===== config.mk =====
export PLATFORM = sky130hd
export DESIGN_NAME = bit_serializer
export DESIGN_NICKNAME = d
export VERILOG_FILES = /design/src/rtl/bit_serializer.sv
export SDC_FILE = /design/constraint.sdc
export NUM_CORES = 1
export LEC_CHECK = 0
export ABC_AREA = 1
export CAP_MARGIN = 20
export CORE_AREA = 2 2 53 55
export DETAILED_ROUTE_END_ITERATION = 7
export DIE_AREA = 0 0 55 57
export GPL_TIMING_DRIVEN = 0
export PLACE_DENSITY_LB_ADDON = 0.08
export SLEW_MARGIN = 40
export SYNTH_ARGS = -nofsm -noshare
export SYNTH_HDL_FRONTEND = slang
export SYNTH_SLANG_ARGS = --single-unit

===== constraint.sdc =====
create_clock -name clk_i -period 4.1 [get_ports clk_i]
set_input_delay 0.82 -clock clk_i [delete_from_list [all_inputs] [get_ports clk_i]]
set_output_delay 0.82 -clock clk_i [all_outputs]
set_load 0.005 [all_outputs]

===== src/rtl/bit_serializer.sv =====
`default_nettype none
// +------------------------------------------------------------------------+
// | bit_serializer: parallel-to-serial shifter with a one-word hold stage  |
// | Revision: 1.0                                                          |
// +------------------------------------------------------------------------+
module bit_serializer #(
  parameter int WIDTH     = 8,
  parameter bit MSB_FIRST = 1'b1
) (
  input  logic             clk_i,
  input  logic             rst_ni,
  input  logic             flush_i,
  input  logic [WIDTH-1:0] data_i,
  input  logic             valid_i,
  output logic             ready_o,
  output logic             bit_o,
  output logic             bit_valid_o,
  output logic             last_o,
  output logic             busy_o
);

  localparam int unsigned              c_cnt_w   = $clog2(WIDTH);
  localparam logic [c_cnt_w-1:0]       c_cnt_max = c_cnt_w'(WIDTH - 1);
  localparam logic [0:0]               c_idle    = 1'b0;
  localparam logic [0:0]               c_shift   = 1'b1;

  logic [0:0]         r_state;
  logic [0:0]         w_state_next;
  logic [WIDTH-1:0]   r_shift;
  logic [c_cnt_w-1:0] r_cnt;
  logic [WIDTH-1:0]   r_hold;
  logic               r_hold_full;
  logic               w_xfer;
  logic               w_last;
  logic               w_out_bit;
  logic [WIDTH-1:0]   w_shifted;

  // ready depends only on the hold flag, so accepting never loops back through valid
  assign w_xfer = valid_i && !r_hold_full;
  assign w_last = (r_cnt == '0);

  if (MSB_FIRST) begin : g_msb_first
    assign w_out_bit = r_shift[WIDTH-1];
    assign w_shifted = {r_shift[WIDTH-2:0], 1'b0};
  end else begin : g_lsb_first
    assign w_out_bit = r_shift[0];
    assign w_shifted = {1'b0, r_shift[WIDTH-1:1]};
  end

  always_ff @(posedge clk_i or negedge rst_ni) begin
    if (!rst_ni) begin
      r_state <= c_idle;
    end else begin
      r_state <= w_state_next;
    end
  end

  always_comb begin
    w_state_next = r_state;
    if (flush_i) begin
      w_state_next = c_idle;
    end else if (r_state == c_idle) begin
      if (w_xfer) w_state_next = c_shift;
    end else if (w_last && !r_hold_full && !w_xfer) begin
      w_state_next = c_idle;
    end
  end

  always_ff @(posedge clk_i or negedge rst_ni) begin
    if (!rst_ni) begin
      r_shift     <= '0;
      r_cnt       <= '0;
      r_hold      <= '0;
      r_hold_full <= 1'b0;
    end else if (flush_i) begin
      r_shift     <= '0;
      r_cnt       <= '0;
      r_hold_full <= 1'b0;
    end else if (r_state == c_idle) begin
      if (w_xfer) begin
        r_shift <= data_i;
        r_cnt   <= c_cnt_max;
      end
    end else if (!w_last) begin
      r_shift <= w_shifted;
      r_cnt   <= r_cnt - 1'b1;
      if (w_xfer) begin
        r_hold      <= data_i;
        r_hold_full <= 1'b1;
      end
    end else if (r_hold_full) begin
      // last bit leaving: the held word follows with no gap cycle
      r_shift     <= r_hold;
      r_hold_full <= 1'b0;
      r_cnt       <= c_cnt_max;
    end else if (w_xfer) begin
      r_shift <= data_i;
      r_cnt   <= c_cnt_max;
    end
  end

  always_comb begin
    ready_o     = !r_hold_full;
    bit_valid_o = (r_state == c_shift);
    bit_o       = (r_state == c_shift) && w_out_bit;
    last_o      = (r_state == c_shift) && w_last;
    busy_o      = (r_state == c_shift) || r_hold_full;
  end

endmodule
`default_nettype wire

# After elaboration in Yosys (flattened, before gate mapping)
# Index checks and enable logic that the tools add are counted.
# W data, S select, Z words.
classes:
  n_addsub: 1
  mux: 18
  bitwise_logic: 2
  n_reduce_logical: 13
ops:
  columns: ["operator", "n"]
  rows:
  - ["$mux W8", 5]
  - ["$mux W3", 5]
  - ["$mux W1", 8]
  - ["$logic_and A1 B1 Y1", 5]
  - ["$reduce_and A4 Y1", 1]
  - ["$logic_not A3 Y1", 1]
  - ["$reduce_bool A3 Y1", 1]
  - ["$sub A3 B1 Y3 const B", 1]
  - ["$logic_not A1 Y1", 2]
  - ["$not A1 Y1", 2]
  - ["$reduce_and A2 Y1", 1]
  - ["$reduce_bool A2 Y1", 1]
  - ["$logic_or A1 B1 Y1", 1]
totals:
  regBits: 21
  out_inout_bits: 5
  wordCells: 39

# Longest topological paths before layout
# Gate-level depths: netlist of the first run.
depth:
  depth_word: 7
  depth_mapped: 10

# Worst setup path after synthesis of the first run
# OpenSTA, ideal clock, no wires.
synth_path:
  kind: "register to output"
  start: "reg r_cnt[0]"
  end: "out last_o"
  t_arrival_ns: 0.904
  slack_ns: 2.376
  stages_incl_launch_ff: 5
  cell_sequence: "dfrtp_1 inv_1 ha_1 nand3_1 inv_1"
synth_between:
  elab_chain_cells: 2
synth_rtl:
  columns: ["item", "line_no", "source"]
  rows:
  - ["start, declared", "30", "logic [c_cnt_w-1:0] r_cnt;"]
  - ["start signal, assigned", "82", "r_cnt <= c_cnt_max;"]
  - ["start signal, assigned", "86", "r_cnt <= r_cnt - 1'b1;"]
  - ["start signal, assigned", "95", "r_cnt <= c_cnt_max;"]
  - ["$logic_not A3 Y1", "40", "assign w_last = (r_cnt == '0);"]
  - ["$logic_and A1 B1 Y1", "106", "last_o = (r_state == c_shift) && w_last;"]
  - ["end, declared", "18", "output logic last_o,"]
# Every way passes these cells.

# Final worst setup path of the first run
# Same ends and word-level chain as after synthesis.

==> summary.md, run 1 <==
| Metric | Value |
|---|---|
| DR DRC count | `0` |
| H-tree depth | `1` |
| Fmax | `roughly 370 MHz` |
| Post-CTS Setup Inserts | `0` |
| Avg WL per Cell | `roughly 12 µm` |
| Syn nets | `183` |
| First-pass DRT Iterations | `4` |
| Antenna Cells | `0` |
| GPL Wtd Cong | `around 0.76` |
| Crit path DAT | `between 1.5 and 2 ns` |
| CORE AREA | `about 2600 µm²` |
| Root buffer cell | `clkbuf_4` |
| DRT Wirelength | `between 2000 and 3000 µm` |
| Gr usage total | `approximately 19%` |
| Vias in the first global route | `993` |
| Initial antenna violation count | `0` |
| Worst-Skew Late Latency | `approximately 0.30 ns` |
| Max_slew headroom | `around two thirds` |
| #FFs+latches synth | `21` |
| Hold WC Path Type | `in -> async` |
| Slowest cell on the critical path | `clkdlybuf4s50_1` |
| Total of cells resized after clock tree synthesis | `0` |
| First-pass GRT wire length | `4300 µm` |
| Netlist cell types | `21` |
| Status | `completed` |
| CP startpoint kind | `flip-flop` |
| Slew @ Worst Pin | `roughly 0.49 ns` |
| Die Wd | `about 55 µm` |
| Pwr/cell area | `approximately 380 nW/µm²` |
| Gr ovfl total | `0` |
| Share of the synthesized area in the top cell type | `a little over two fifths` |
| Clock-pin slew on the worst setup and hold paths | `0.13 ns` |
| Worst Setup Path Type | `reg -> out` |
| DR vias | `slightly above 1,000` |
| TNS Setup | `0 ns` |
| Crit-path max FO | `4` |
| Synth Instances | `169` |
| Post-synth top cells | `49 x nand2_1, 25 x inv_1, 24 x nor2_1` |
| Die height | `about 57 µm` |
| Share of layout cells above drive strength 1 | `roughly 16%` |
| Clk_skew | `roughly 0.006 ns` |
| Final period util | `between 60% and 70%` |
| Post-cts hold buffer count | `0` |
| Pins Over Slew Limit | `0` |
| Worst path max stage delay | `0.50 ns` |
| Largest net degree at the start of global routing | `22` |
| CTS tree | `done` |
| Tightest hold margin | `roughly 0.45 ns` |
| Ys flop type | `dfrtp_1` |
| Unrepaired setup endpoints after global routing | `false` |
| Synth Cell Area | `around 1200 µm²` |
| Leading cell type by number of instances after synthesis | `nand2_1` |
| Finish-stage setup viols | `0` |
| Port bufs | `14` |
| Fin nets | `202` |
| Iteration-0 DRC count of the detailed router | `17` |
| Yosys warnings | `0` |
| DIE AREA | `between 3000 and 4000 µm²` |
| Final min period | `2.68 ns` |
| Initial Util | `47.5%` |
| Sink Count | `21` |
| Ys async rst share | `100%` |
| Clk buf depth | `2` |
| Avg Inst Size Synth | `approximately 7.3 µm²` |
| Post-DP HPWL | `between 1500 and 2000 µm` |
| Sequential area share after synthesis | `42.3%` |
| Top area cells in the synthesized netlist | `dfrtp_1 42%, nand2_1 15%, inv_1 7.6%, nor2_1 7.3%, nand3_1 6.5%` |
| Crit-path most repeated cell | `inv_1` |
| FP Rows | `19` |
| LEAKAGE | `0.801 nW` |
| Vias per cell | `4.69` |
| CP Data Required Time | `~3.3 ns` |
| Routed Antenna Nets | `0` |
| Worst-path cell chain | `inv_1, ha_1, nand3_1, inv_1, clkdlybuf4s50_1` |
| Final Hold Viols | `0` |
| CP endpoint kind | `output pin` |
| Max cap viols | `0` |
| Max VDD drop | `0.000253 V` |
| Number of synthesized flops with an enable pin | `0` |
| IO Pins | `17` |
| Synth-to-Final Area Change | `16.1%` |
| CTS Buf Count | `3` |
| Yosys top cell by area | `dfrtp_1` |
## cell usage in the layout (no fill, tap or decap)
cell / Yosys / layout
a21oi_1: 2 / 2
buf_2: 2 / 3
buf_4: 1 / 1
buf_6: 1 / 1
clkbuf_1: 0 / 1
clkbuf_2: 1 / 1
clkbuf_4: 0 / 3
clkdlybuf4s50_1: 0 / 13
dfrtp_1: 21 / 21
ha_1: 2 / 2
inv_1: 25 / 25
inv_2: 5 / 5
nand2_1: 49 / 49
nand2_2: 1 / 1
nand2_4: 2 / 2
nand2_8: 1 / 1
nand3_1: 16 / 16
nand3_4: 1 / 1
nor2_1: 24 / 24
nor2_2: 2 / 2
o21ai_0: 3 / 3
o21ai_2: 8 / 8
o31ai_1: 1 / 1
xnor2_1: 1 / 1
## final cells by class
cell class / count / area [µm²]
clock buffers: 4 / 26.3
fillers: 262 / 1170
well taps: 31 / 38.8
repair buffers: 14 / 135
inverters: 30 / 113
multi-input cells: 113 / 569
flip-flops and latches: 21 / 526
plain buffers: 5 / 33.8
## path summary, 6_finish.rpt
path,to,startpoint,cells after the start,slack [ns]
min,r_hold[6],rst_ni,1,0.45
max in group asynchronous,r_hold_full,rst_ni,1,3.31
max,last_o,r_cnt[0],5,1.42
max reg2reg,r_shift[5],r_cnt[0],8,2.55
min reg2reg,r_hold[5],r_hold[5],2,0.50
min in group clk_i,r_hold[5],r_hold[5],2,0.50
## per-stage QoR
step / power (mW) / cells / cell area, µm² / util (%) / setup slack, ns
global route: 0.596 / 218 / 1440 / 55.1 / 1.30
floorplan: 0.404 / 169 / 1240 / - / 2.38
detailed placement: 0.454 / 214 / 1420 / 54.1 / 1.77
finish: 0.553 / 218 / 1440 / 55.1 / 1.42
CTS: 0.557 / 218 / 1440 / 55.1 / 1.40
global placement: 0.450 / 214 / 1420 / 54.3 / 1.80
## state kept, by name, summed over array words and instances, names as in the netlist
name,count
r_hold,8
r_shift,8
r_cnt,3
bit_valid_o,1
r_hold_full,1
## where the power goes
part	total (mW)	internal, mW	leakage [nW]	switching (mW)
Sequential	0.276	0.252	0.271	0.0245
Clock	0.105	0.0379	0.0150	0.0666
Combinational	0.172	0.0726	0.515	0.0995
Total	0.553	0.362	0.801	0.191
## per-layer routing
metal | part of all wire [%] | up-vias | track usage, %
met3 | 4.1 | 2 | 2.36
li1 | - | 544 | -
met2 | 49 | 20 | 30.8
met4 | 0.47 | 0 | 4.18
met1 | 47 | 457 | 25.6
met5 | 0 | - | 0
## cell families after synthesis
group,after synthesis,share of synthesized area (%)
and+or+nand+nor,96,34.9
buffers and inverters,35,11.8
adders and majority gates,2,2.02
xor gates and xnor gates,1,0.706
AOI/OAI and AO/OA,14,8.27
DFF,21,42.3
## worst max-delay path, delay by kind of cell (launching register included)
kind,cells,cell delay [ns]
buffers and inverters,3,0.73
flip-flops,1,0.38
AND/OR/NAND/NOR,1,0.15
adder cells (fa/ha/maj),1,0.29
No activity file was read; power rests on OpenSTA's default activity.
==> run 2: changes to the inputs <==
--- a/config.mk
+++ b/config.mk
@@ -7,9 +7,9 @@
 export LEC_CHECK = 0
 export ABC_AREA = 1
 export CAP_MARGIN = 20
-export CORE_AREA = 2 2 53 55
+export CORE_AREA = 2 2 54 56
 export DETAILED_ROUTE_END_ITERATION = 7
-export DIE_AREA = 0 0 55 57
+export DIE_AREA = 0 0 56 58
 export GPL_TIMING_DRIVEN = 0
 export PLACE_DENSITY_LB_ADDON = 0.08
 export SLEW_MARGIN = 40
==> constraint.sdc (replaced) <==
create_clock -name clk_i -period 2.3 [get_ports clk_i]
set_input_delay 0.46 -clock clk_i [delete_from_list [all_inputs] [get_ports clk_i]]
set_output_delay 0.46 -clock clk_i [all_outputs]
set_load 0.005 [all_outputs]
==> run 2 against run 1 <==
- final area increased by 1.1%
- die area rose by 3.6%
- worst setup slack got worse by 1.3 ns
- highest routed layer unchanged
- largest power group unchanged
- global-route usage is 0.28 points higher
- clock power up 78%
- clock skew barely moved
- register-to-register slack got worse by 1.7 ns
- total power up 80%
- final cell count did not move
- critical path depth unchanged
- largest cell class unchanged
- via count up 3.3%
- utilization decreased by 0.37 points
==> summary.md, run 2 (synthesis gave the netlist of run 1 again) <==
| Metric | Value |
|---|---|
| Status | `completed` |
| Post-cts hold buffer count | `0` |
| Most Crowded Layer GR | `met2` |
| Final min period | `roughly 2.1 ns` |
| CTS tree | `done` |
| Worst Setup Path Type | `reg -> out` |
| Regs by FF count | `r_hold x8, r_shift x8, r_cnt x3` |
| Die height | `58 µm` |
| DR DRC count | `0` |
| GPL Wtd Cong | `roughly 0.79` |
| Final period util | `between 90% and 100%` |
| CP Data Required Time | `~1.8 ns` |
| LEAKAGE | `approximately 0.8 nW` |
| Gr usage total | `roughly a fifth` |
| Worst-Skew Late Latency | `around 0.31 ns` |
| CORE AREA | `around 2700 µm²` |
| Final std cells w/o fill | `~220` |
| CP endpoint kind | `output pin` |
| Pwr/cell area | `683 nW/µm²` |
| CP startpoint kind | `flip-flop` |
| DR vias | `between 1,000 and 1,500` |
| Finish-stage setup viols | `0` |
| Clk_skew | `approximately 0.0056 ns` |
| Critical path depth | `5` |
| Worst path max stage delay | `roughly 0.50 ns` |
| Grt met2 use | `29.4%` |
| Final Core Density | `54.7%` |
| FP Rows | `19` |
| Worst R2R Path Depth | `8` |
| Root buffer cell | `clkbuf_4` |
| Share of layout cells above drive strength 1 | `17.1%` |
| H-tree depth | `1` |
| Slew @ Worst Pin | `about 0.48 ns` |
| DRT Wirelength | `approximately 2700 µm` |
| Hold WC Path Type | `in -> async` |
| Crit-path most repeated cell | `inv_1` |
| Iteration-0 DRC count of the detailed router | `28` |
| Antenna Cells | `0` |
| Initial Util | `approximately 47%` |
| Die Wd | `56 µm` |
| Worst-path cell chain | `inv_1, ha_4, nand3_1, inv_1, clkdlybuf4s50_1` |
| Crit path DAT | `1.69 ns` |
| Clk buf depth | `2` |
| Crit-path max FO | `3` |
| DIE AREA | `3250 µm²` |
| Post-DP HPWL | `between 1500 and 2000 µm` |
| Commonest non-fill, non-tap cell in the layout | `nand2_1` |
| Buf+Inv Stages, Crit Path | `3` |
| IO Pins | `17` |
| First-pass GRT wire length | `approximately 4700 µm` |
| Vias per cell | `around 4.8` |
| Unrepaired setup endpoints after global routing | `false` |
| Pins Over Slew Limit | `0` |
| Fin nets | `around 200` |
| CTS Buf Count | `3` |
| Clock-pin slew on the worst setup and hold paths | `0.13 ns` |
| Avg WL per Cell | `12.3 µm` |
| Placed cells | `~210` |
| Fmax | `466 MHz` |
| Final Hold Viols | `0` |
| Initial antenna violation count | `0` |
| Sink Count | `21` |
| Met1 GRT Util | `27.1%` |
| Synth-to-Final Area Change | `17.4%` |
| Slowest cell on the critical path | `clkdlybuf4s50_1` |
| Routed Antenna Nets | `0` |
| Filler instances | `~280` |
| TNS Setup | `0 ns` |
| Max VDD drop | `about 0.00035 V` |
| Delay-heaviest family, CP | `buffers and inverters` |
| Vias in the first global route | `about 1,000` |
| Gr ovfl total | `0` |
| Port bufs | `14` |
| First-pass DRT Iterations | `4` |
| Largest net degree at the start of global routing | `22` |
| Most frequent cells in the layout | `49 x nand2_1, 24 x inv_1, 24 x nor2_1` |
| Global routing usage on met3 | `between 2 and 2.5%` |
| Max cap viols | `0` |
| Max_slew headroom | `between 60 and 70%` |
run 2: cell types whose count changed in the layout (fill, tap and decap cells not counted):
cell	before	now
buf_2	3	2
ha_1	2	1
clkbuf_4	3	4
inv_1	25	24
dfrtp_2	0	1
inv_2	5	6
ha_4	0	1
dfrtp_1	21	20
run 2: layout make-up:
class | count | area (µm²) | share of cell area, %
repair buffers | 14 | 135 | 9.27
multi-input cells | 113 | 582 | 39.9
flip-flops and latches | 21 | 527 | 36.1
plain buffers | 5 | 36.3 | 2.49
clock buffers | 4 | 26.3 | 1.80
well taps | 31 | 38.8 | 2.66
inverters | 30 | 113 | 7.73
run 2: worst paths after layout:
kind,endpoint,from,slack (ns)
max,last_o,r_cnt[1],0.15
min,r_shift[7],rst_ni,0.09
max reg2reg,r_shift[1],r_cnt[1],0.86
min reg2reg,r_hold[2],r_hold[2],0.50
max in group asynchronous,bit_valid_o,rst_ni,1.86
min in group clk_i,r_shift[4],flush_i,0.46
run 2: worst register-to-register path: cells and delay by family, from the launching register on:
kind	cells	cell delay [ns]
AND/OR/NAND/NOR	6	0.71
buffers and inverters	1	0.12
adder cells (fa/ha/maj)	1	0.18
flip-flops	1	0.38
run 2: layer usage:
layer	vias up	share of wire (%)
li1	543	-
met1	481	46
met2	31	47
met3	2	5.7
met4	0	0.67
met5	-	0
run 2: report_power, final:
group | switching [mW] | total [mW] | internal (mW)
Combinational | 0.180 | 0.316 | 0.135
Sequential | 0.0444 | 0.493 | 0.449
Clock | 0.119 | 0.187 | 0.0676
Total | 0.344 | 0.996 | 0.652
run 2: through the flow:
step	setup WS [ns]	hold WS, ns	cell area [µm²]	total power, mW
after floorplan	0.936	0.164	1240	0.721
after global placement	0.357	0.468	1420	0.803
after detailed placement	0.327	0.454	1420	0.811
after CTS	0.0310	0.105	1440	1.00
after global routing	0.0394	0.113	1460	1.08
final	0.152	0.0895	1460	0.996
run 2: repair_timing:
| action | CTS | global route |
|---|---|---|
| resized for setup | 1 | 4 |
| buffers inserted | 0 | 0 |
| setup endpoints to repair | 1 | 1 |
==> run 3: changes to the inputs <==
--- a/config.mk
+++ b/config.mk
@@ -12,6 +12,7 @@
 export DIE_AREA = 0 0 56 58
 export GPL_TIMING_DRIVEN = 0
 export PLACE_DENSITY_LB_ADDON = 0.08
+export RECOVER_POWER = 100
 export SLEW_MARGIN = 40
 export SYNTH_ARGS = -nofsm -noshare
 export SYNTH_HDL_FRONTEND = slang
==> run 3 against run 2 <==
- first-iteration DRC count down 3.6%
- critical path type unchanged
- highest routed layer unchanged
- sequential power hardly changed
- clock power is essentially flat
- final area decreased by 2.7%
- via count grew 1.2%
==> summary.md, run 3 (synthesis gave the netlist of run 1 again) <==
| Metric | Value |
|---|---|
| Status | `completed` |
| Crit-path most repeated cell | `inv_1` |
| Gr ovfl total | `0` |
| Initial Util | `46.6%` |
| Pins Over Slew Limit | `0` |
| Max VDD drop | `roughly 0.00035 V` |
| Hold WC Path Type | `in -> async` |
| CTS Buf Count | `3` |
| Reg2reg setup slack | `0.31 ns` |
| Crit path DAT | `1.70 ns` |
| Reg-to-reg endpoint | `r_hold_full` |
| Crit-path max FO | `3` |
| Worst setup margin | `0.145 ns` |
| Max_slew headroom | `between 20% and 30%` |
| Regs by FF count | `r_hold x8, r_shift x8, r_cnt x3` |
| Vias in the first global route | `around 1,000` |
| Final min period | `2.16 ns` |
| Pwr/cell area | `688 nW/µm²` |
| DRT Wirelength | `between 2000 and 3000 µm` |
| Clk buf depth | `2` |
| DIE AREA | `between 3000 and 4000 µm²` |
| Vias per cell | `slightly below 5` |
| Slew @ Worst Pin | `roughly 1.2 ns` |
| Iteration-0 DRC count of the detailed router | `27` |
| Pre-CTS setup slack | `about 0.33 ns` |
| Final period util | `roughly 94%` |
| H-tree depth | `1` |
| DR vias | `between 1,000 and 1,500` |
| Initial antenna violation count | `0` |
| Largest net degree at the start of global routing | `22` |
| CP startpoint kind | `flip-flop` |
| First-pass GRT wire length | `roughly 4700 µm` |
| Root buffer cell | `clkbuf_4` |
| Unrepaired setup endpoints after global routing | `false` |
| Antenna Cells | `0` |
| Worst R2R Path Depth | `8` |
| Clk_skew | `between 0.004 and 0.005 ns` |
| Final Hold Viols | `0` |
| Final Core Density | `between 50% and 60%` |
| Routed Antenna Nets | `0` |
| FP Rows | `19` |
| Share of layout cells above drive strength 1 | `11.2%` |
| Sink Count | `21` |
| Port bufs | `14` |
| Fmax | `approximately 460 MHz` |
| First-pass DRT Iterations | `4` |
| Finish-stage setup viols | `0` |
| Commonest non-fill, non-tap cell in the layout | `nand2_1` |
| CTS tree | `done` |
| CP endpoint kind | `output pin` |
| Slowest cell on the critical path | `clkdlybuf4s50_1` |
| DR DRC count | `0` |
| Worst path max stage delay | `0.50 ns` |
| CP Data Required Time | `approximately 1.8 ns` |
| TNS Setup | `0 ns` |
| Fin nets | `a little over 200` |
| Most frequent cells in the layout | `50 x nand2_1, 26 x inv_1, 26 x nor2_1` |
| GPL Wtd Cong | `a little under 0.8` |
| Worst R2R Start | `r_cnt[1]` |
| Post-DP HPWL | `roughly 1800 µm` |
| Post-cts hold buffer count | `0` |
| Avg WL per Cell | `between 10 and 15 µm` |
| Synth-to-Final Area Change | `14.2%` |
| Max cap viols | `0` |
| Die Wd | `56 µm` |
| Filler instances | `~290` |
| Worst-Skew Late Latency | `0.31 ns` |
| Worst Setup Path Type | `reg -> out` |
| Worst-path cell chain | `inv_1, ha_4, nand3_1, inv_1, clkdlybuf4s50_1` |
| Die height | `between 50 and 60 µm` |
| Clock-pin slew on the worst setup and hold paths | `between 0.1 and 0.15 ns` |
| LEAKAGE | `between 0.7 and 0.8 nW` |
| Gr usage total | `about a fifth` |
| IO Pins | `17` |
| Post-CTS Setup Inserts | `0` |
| CORE AREA | `roughly 2700 µm²` |
run 3: per-stage QoR:
step / total power [mW] / area (µm²) / hold slack (ns) / cells
CTS: 1.00 / 1440 / 0.105 / 218
global route: 1.06 / 1420 / 0.438 / 218
floorplan: 0.721 / 1240 / 0.164 / 169
detailed placement: 0.811 / 1420 / 0.454 / 214
finish: 0.976 / 1420 / 0.351 / 218
global placement: 0.803 / 1420 / 0.468 / 214
run 3: how the worst max path moves through the flow:
stage / endpoint / depth (start not counted) / startpoint
after detailed placement: last_o / 5 / r_cnt[0]
after CTS: last_o / 5 / r_cnt[0]
after global routing: last_o / 5 / r_cnt[1]
final: last_o / 5 / r_cnt[1]
after global placement: last_o / 5 / r_cnt[0]
after floorplan: last_o / 4 / r_cnt[0]
run 3: timing repair:
item	in CTS	in global routing
cloned	0	0
pin swaps	0	0
hold endpoints to repair	0	0
resized for setup	1	4
setup endpoints to repair	1	1
run 3: area by class of cell:
cell class | instances | area [µm²] | share of cell area, %
sequential | 21 | 527 | 37.2
timing repair buffer | 14 | 134 | 9.44
clock buffer | 4 | 26.3 | 1.85
inverter | 30 | 113 | 7.94
buffer | 5 | 28.8 | 2.03
tap | 31 | 38.8 | 2.74
multi-input combinational | 113 | 551 | 38.8
run 3: critical path, delay by kind of cell (launching register included):
family | cells | cell delay [ns]
flops | 1 | 0.38
buf+inv | 3 | 0.72
simple gates | 1 | 0.12
fa+ha+maj | 1 | 0.18
run 3: power breakdown:
part	switching (mW)	internal, mW	leakage (nW)
sequential	0.0450	0.449	0.270
combinational	0.171	0.126	0.504
clock	0.118	0.0676	0.0150
run 3: metal layers:
layer | part of all wire [%] | vias to the layer above | track usage, %
met5 | 0 | - | 0
met4 | 0.67 | 0 | 7.14
met3 | 4.4 | 2 | 2.23
met2 | 47 | 26 | 29.4
met1 | 48 | 497 | 27.1
li1 | - | 545 | -
